## config.mk

```make
export PLATFORM = sky130hd
export DESIGN_NAME = pc_redirect_ctrl
export DESIGN_NICKNAME = d
export VERILOG_FILES = /design/src/rtl/pc_redirect_ctrl_pkg.sv /design/src/rtl/pc_redirect_ctrl_slot.sv /design/src/rtl/pc_redirect_ctrl.sv
export SDC_FILE = /design/constraint.sdc
export NUM_CORES = 1
export LEC_CHECK = 0
export BUFFER_PORTS_ARGS = -buffer_cell sky130_fd_sc_hd__buf_2
export CELL_PAD_IN_SITES_DETAIL_PLACEMENT = 2
export CELL_PAD_IN_SITES_GLOBAL_PLACEMENT = 2
export CORE_ASPECT_RATIO = 1.1
export CORE_MARGIN = 3
export CORE_UTILIZATION = 32
export DETAILED_ROUTE_END_ITERATION = 8
export HOLD_SLACK_MARGIN = 0.06
export PLACE_DENSITY_LB_ADDON = 0.25
export SLEW_MARGIN = 10
export SYNTH_ARGS = -nofsm -noshare
export SYNTH_HDL_FRONTEND = slang
export SYNTH_HIERARCHICAL = 1
export SYNTH_SLANG_ARGS = --single-unit
```

## constraint.sdc

```tcl
create_clock -name clk -period 11.9 [get_ports clk]
set_input_delay 1.19 -clock clk [delete_from_list [all_inputs] [get_ports clk]]
set_output_delay 1.19 -clock clk [all_outputs]
set_load 0.01 [all_outputs]
```

## src/rtl/pc_redirect_ctrl_pkg.sv

```systemverilog
// Shared types and defaults for the fetch PC redirect controller.
package pc_redirect_ctrl_pkg;

    localparam int XLEN_DEF      = 32;
    localparam int BOOT_ADDR_DEF = 256;
    localparam int EPOCH_W_DEF   = 2;

    typedef enum logic [1:0] {
        BOOT = 2'd0,
        RUN  = 2'd1,
        HOLD = 2'd2
    } state_t;

    typedef logic [EPOCH_W_DEF-1:0] epoch_t;

endpackage

```

## src/rtl/pc_redirect_ctrl_slot.sv

```systemverilog
// One pending-redirect slot: valid bit plus target and optional tag.
// A load in the same cycle as a clear wins, leaving the slot valid with new contents.
module redir_slot #(
    parameter int AW = 32,
    parameter int TW = 32
) (
    input  logic          clk,
    input  logic          rst,
    input  logic          load,
    input  logic          clr,
    input  logic [AW-1:0] load_addr,
    input  logic [TW-1:0] load_tag,
    output logic          vld,
    output logic [AW-1:0] addr,
    output logic [TW-1:0] tag
);

    always_ff @(posedge clk or negedge rst) begin
        if (!rst) begin
            vld <= 1'b0;
        end else if (load) begin
            vld <= 1'b1;
        end else if (clr) begin
            vld <= 1'b0;
        end
    end

    // Contents are only observed while vld is set, so they carry no reset.
    always_ff @(posedge clk) begin
        if (load) begin
            addr <= load_addr;
            tag  <= load_tag;
        end
    end

endmodule

```

## src/rtl/pc_redirect_ctrl.sv

```systemverilog
// Prioritises branch redirects over BPU predictions, holds them across stalls,
// issues the boot vector after reset and tracks the fetch epoch.
module pc_redirect_ctrl
    import pc_redirect_ctrl_pkg::*;
#(
    parameter int XLEN      = XLEN_DEF,
    parameter int BOOT_ADDR = BOOT_ADDR_DEF,
    parameter int EPOCH_W   = EPOCH_W_DEF,
    parameter int DROP_W    = 8
) (
    input  logic               clk,
    input  logic               rst,
    input  logic               stall,
    input  logic [XLEN-1:0]    cur_pc,
    input  logic               br,
    input  logic [XLEN-1:0]    br_addr,
    input  logic               pr,
    input  logic [XLEN-1:0]    pr_addr,
    input  logic [XLEN-1:0]    pr_pc,
    output logic               redir_o,
    output logic [XLEN-1:0]    redir_addr_o,
    output logic [EPOCH_W-1:0] epoch_o,
    output logic               busy_o,
    output logic [DROP_W-1:0]  drop_cnt_o
);

    function automatic logic [DROP_W-1:0] sat_inc(input logic [DROP_W-1:0] v);
        return (&v) ? v : v + 1'b1;
    endfunction

    state_t          state, state_nx;
    logic            bv, pv;
    logic [XLEN-1:0] ba, pa, pt;
    logic            br_tag_unused;

    logic run, br_ld, pr_ld, pt_hit, br_cons, pr_cons, pr_stale;

    assign run      = (state != BOOT);
    assign br_ld    = run & br;
    assign pr_ld    = run & pr & ~br & ~bv;
    assign pt_hit   = pv & (pt == cur_pc);
    assign br_cons  = bv & ~stall;
    assign pr_cons  = ~bv & pt_hit & ~stall;
    assign pr_stale = pv & ~bv & (pt != cur_pc) & ~stall;

    redir_slot #(.AW(XLEN), .TW(1)) u_br_slot (
        .clk       (clk),
        .rst       (rst),
        .load      (br_ld),
        .clr       (br_cons),
        .load_addr (br_addr),
        .load_tag  (1'b0),
        .vld       (bv),
        .addr      (ba),
        .tag       (br_tag_unused)
    );

    // A new branch squashes whatever prediction was waiting.
    redir_slot #(.AW(XLEN), .TW(XLEN)) u_pr_slot (
        .clk       (clk),
        .rst       (rst),
        .load      (pr_ld),
        .clr       (br_ld | pr_cons | pr_stale),
        .load_addr (pr_addr),
        .load_tag  (pr_pc),
        .vld       (pv),
        .addr      (pa),
        .tag       (pt)
    );

    always_ff @(posedge clk or negedge rst) begin
        if (!rst) begin
            state      <= BOOT;
            epoch_o    <= '0;
            drop_cnt_o <= '0;
        end else begin
            state <= state_nx;
            if (br_ld) begin
                epoch_o <= epoch_o + 1'b1;
            end
            if (pr_stale) begin
                drop_cnt_o <= sat_inc(drop_cnt_o);
            end
        end
    end

    always_comb begin
        state_nx     = state;
        redir_o      = 1'b0;
        redir_addr_o = bv ? ba : pa;
        busy_o       = 1'b0;
        case (state)
            BOOT: begin
                redir_o      = 1'b1;
                redir_addr_o = XLEN'(BOOT_ADDR);
                if (!stall) state_nx = RUN;
            end
            RUN: begin
                redir_o = bv | pt_hit;
                if ((bv | pv) & stall) state_nx = HOLD;
            end
            HOLD: begin
                redir_o = bv | pt_hit;
                busy_o  = 1'b1;
                if (!stall) state_nx = RUN;
            end
            default: begin
                state_nx = BOOT;
            end
        endcase
    end

endmodule

```

-- After elaboration in Yosys (flattened, before gate mapping)
Cells that the tools add are included.
- $add $sub $neg: 2
- equal/unequal tests: 6
- mux-type cells: 11
- bitwise logic cells: 20
- reductions and logical operators: 9
- operator list (kind ; count):
    32-bit 2-to-1 mux ; 2
    32-bit equality test ; 1
    32-bit inequality test ; 1
    1-bit bitwise AND ; 12
    8-bit by 1-bit adder with 8-bit output (second input constant) ; 1
    8-bit AND reduction ; 1
    2-bit nonzero test ; 3
    1-bit 2-to-1 mux ; 5
    2-bit 2-to-1 mux ; 2
    2-bit inequality test (second input constant) ; 2
    1-bit inverter ; 4
    1-bit OR ; 4
    2-bit case mux with 2 select lines ; 1
    2-bit AND reduction ; 2
    2-bit OR reduction ; 2
    2-bit by 1-bit adder with 2-bit output (second input constant) ; 1
    2-bit by 1-bit equality test with 1-bit output (second input constant) ; 1
    2-bit equality test (second input constant) ; 1
    2-bit logical NOT ; 1
    1-bit case mux with 2 select lines ; 1
- flip-flop bits (word level): 110
- input port bits: 133
- word-level logic and storage cells: 56

-- Logic depth before layout (Yosys ltp)
- depth in word-level cells: 8
- mapped depth: 7

-- Modules after synthesis
Netlist, hierarchy kept.
- by module, submodules not included (module ; times used ; cells each ; area an instance (sq um)):
    redir_slot (u_pr_slot) ; 1 ; 67 ; 1958.1
    pc_redirect_ctrl ; 1 ; 182 ; 1539.0
    redir_slot (u_br_slot) ; 1 ; 36 ; 1027.2

-- Worst setup path before layout
No wires, ideal clock.
- kind: input-to-reg
- start: input port br
- end: register u_pr_slot.addr[0] (enable)
- data arrival time: 7.979 ns
- path slack: 3.247 ns
- cell stages on the path: 1
- buffers on the path: 0
- path through: nor4b_1
- cells in the longest elaborated chain, start to end: 3
- ends and longest elaborated chain (item ; line ; source):
    start, declared ; pc_redirect_ctrl.sv:15 ; input logic br,
    1-bit inverter ; pc_redirect_ctrl.sv:40 ; assign pr_ld = run & pr & ~br & ~bv;
    1-bit bitwise AND (2 in series) ; pc_redirect_ctrl.sv:40 ;
    end signal, assigned ; pc_redirect_ctrl_slot.sv:31 ; addr <= load_addr;
    end, declared ; pc_redirect_ctrl_slot.sv:14 ; output logic [AW-1:0] addr,
Every way passes these cells.
A chain may end at the register's enable or synchronous reset.

-- Worst setup path after layout
- start: input port cur_pc[3]
- end: output port redir_o
- cells in the longest elaborated chain, start to end: 4
- ends and longest elaborated chain (item ; line ; source):
    start, declared ; pc_redirect_ctrl.sv:14 ; input logic [XLEN-1:0] cur_pc,
    32-bit equality test ; pc_redirect_ctrl.sv:41 ; assign pt_hit = pv & (pt == cur_pc);
    1-bit bitwise AND ; pc_redirect_ctrl.sv:41 ;
    1-bit OR ; pc_redirect_ctrl.sv:99, pc_redirect_ctrl.sv:103 ;
    1-bit case mux with 2 select lines ; pc_redirect_ctrl.sv:92 ; case (state)
    end, declared ; pc_redirect_ctrl.sv:20 ; output logic redir_o,
Every way passes these cells.

==> reports/results.ini <==
[status]
outcome = finished, final reports clean

[global_routing]
gr-usage-met1_pct = 15.36
busiest_layer = met2
antenna_found_initial = 1
grt_pass1_vias = 3275
grtUsageMet3_pct = 4.985
grt_max_degree = 66
grt_overflow = 0
grt_pass1_wl_um = 17320
use_met2_pct = 28.90
track_usage_pct = 14.93

[final_layout]
fin_area_mm2 = 0.005909
diodes = 0
fillers = 1344
multiInputGateArea_mm2 = 0.001206
nets = 606
drive_gt1_share_pct = 43.52
seq_area_mm2 = 0.003234
synthToLayoutAreaGrowth_pct = 31.60

[drt]
first_pass_iters = 4
antenna_left = 0
wl_um = 11440
wl_per_cell_um = 17.47
dr_total_vias = 2952
routed_via_density = 4.507
drtIter0Drc = 104
drcViolationCount = 0

[critical_path]
r2r-end = u_pr_slot/tag[0]
cp.arrival_ns = 2.68
reg2regPathDepth = 5
r2r-start = state[0]
start_kind = input pin
cp-endpoint = redir_o
cp_max_fo = 2
critical_path_class = in -> out
cp.required_ns = 10.71
end_kind = output pin
crit_start = cur_pc[3]
regToRegSetupSlack_ns = 9.33

[floorplan]
core_mm2 = 0.01349
die_y_um = 130.2
num_rows = 44
die-width_um = 119.0
io_pins = 177
die_area_mm2 = 0.01549
initial_utilization_pct = 33.29

[timing]
maxSlewViolCount = 0
hold_ws_ns = 0.4971
post-route-period-util_pct = 32.50
setup_tns_ns = 0
fin_worst_skew_ns = 0.007669
rsz0062_at_grt = false
period_minus_slack_ns = 3.867
tightest_slew_ns = 0.9145
slew_headroom_pct = 39.04
max_freq_mhz = 258.6
hold_violations = 0
setup_viol = 0

[pwr]
power_density_mw_per_mm2 = 204.1
power.total_mw = 1.206
leakagePower_nw = 2.498
peakVddDrop_v = 0.0001124

[cts]
cts_hold_repair.buffers = 0
cts_made_buffers = 9
cts_resized = 0
cts.clk_slew.worst_paths_ns = 0.07
cts_setup_buffers = 0
insertion_delay_ns = 0.35
htree_levels = 3
cts.sinks = 110
cts_tree = built
ctsLongestPathBuffers = 2
cts_root_buf = clkbuf_16

[placement]
dp_hpwl_um = 8667
io_buffer_count = 176
post_dp_cell_area_mm2 = 0.005604
gp_congestion = 0.7292

[synthesis]
ys.warnings.count = 6
syn_area_mm2 = 0.004491
syn_nets = 423
synth_cells = 283
avgSynthCellArea_um2 = 15.87

[hold_path]
hp-class = reg -> reg
hp-start = drop_cnt_o[6]

[flow_run]
max_cap_viol_count = 0

## worst min path at each step
stage / to / cells past startpoint
floorplan: u_pr_slot/vld / 1
global placement: epoch_o[1] / 1
detailed placement: drop_cnt_o[6] / 1
CTS: drop_cnt_o[6] / 1
global route: drop_cnt_o[6] / 1
finish: drop_cnt_o[6] / 1
## registers in the layout (all words and copies together) (netlist names)
register	flops
drop_cnt_o	8
epoch_o	2
u_br_slot/vld	1
u_pr_slot/vld	1
u_pr_slot/addr	32
u_pr_slot/tag	32
u_br_slot/addr	32
state	2
## worst max-delay path, cell delays in order
cell      delay (ns)
buf_2           0.11
xnor2_1         0.20
nand4_1         0.15
nor4_2          0.44
a311oi_1        0.15
nor3_1          0.25
buf_2           0.18
## where the power goes
part	total [mW]	switching, mW	internal [mW]
combinational	0.372	0.217	0.154
sequential	0.526	0.0348	0.491
clock	0.308	0.142	0.166
total	1.21	0.394	0.812
## area by class of cell
class | count | share of cell area, %
Clock buffer | 9 | 3.811
Clock inverter | 7 | 1.355
Inverter | 6 | 0.3811
Multi-Input combinational cell | 159 | 20.41
Sequential cell | 110 | 54.73
Tap cell | 184 | 3.896
Timing Repair Buffer | 180 | 15.41
## layer usage
layer | part of all wire (%) | up-vias
met5 | 0.11 | -
met4 | 1.4 | 2
met3 | 5.3 | 12
met2 | 58 | 86
met1 | 35 | 1458
li1 | - | 1394
## layout by cell type (no fill, tap or decap), types with 2 or more instances in the layout
cell type	instances
nor4_2	2
edfxtp_1	96
buf_4	4
buf_2	176
xnor2_1	40
dfrtp_1	13
a21o_1	2
ha_1	7
o21ai_0	2
clkbuf_16	9
and3_1	3
clkinv_4	2
inv_1	6
inv_6	2
nand2_1	6
mux2i_1	31
nand3_1	3
nor2b_1	2
nand4_1	11
nor2_1	34
## metrics by stage
stage / utilization, % / setup WS (ns) / instances
6_report: 43.81 / 8.033 / 655
5_1_grt: 43.81 / 7.826 / 655
4_1_cts: 43.81 / 7.963 / 655
3_5_place_dp: 41.55 / 7.960 / 639
3_3_place_gp: 41.55 / 8.033 / 639
2_1_floorplan: - / 3.247 / 283
Note: power is estimated with default switching activity, not from simulation.
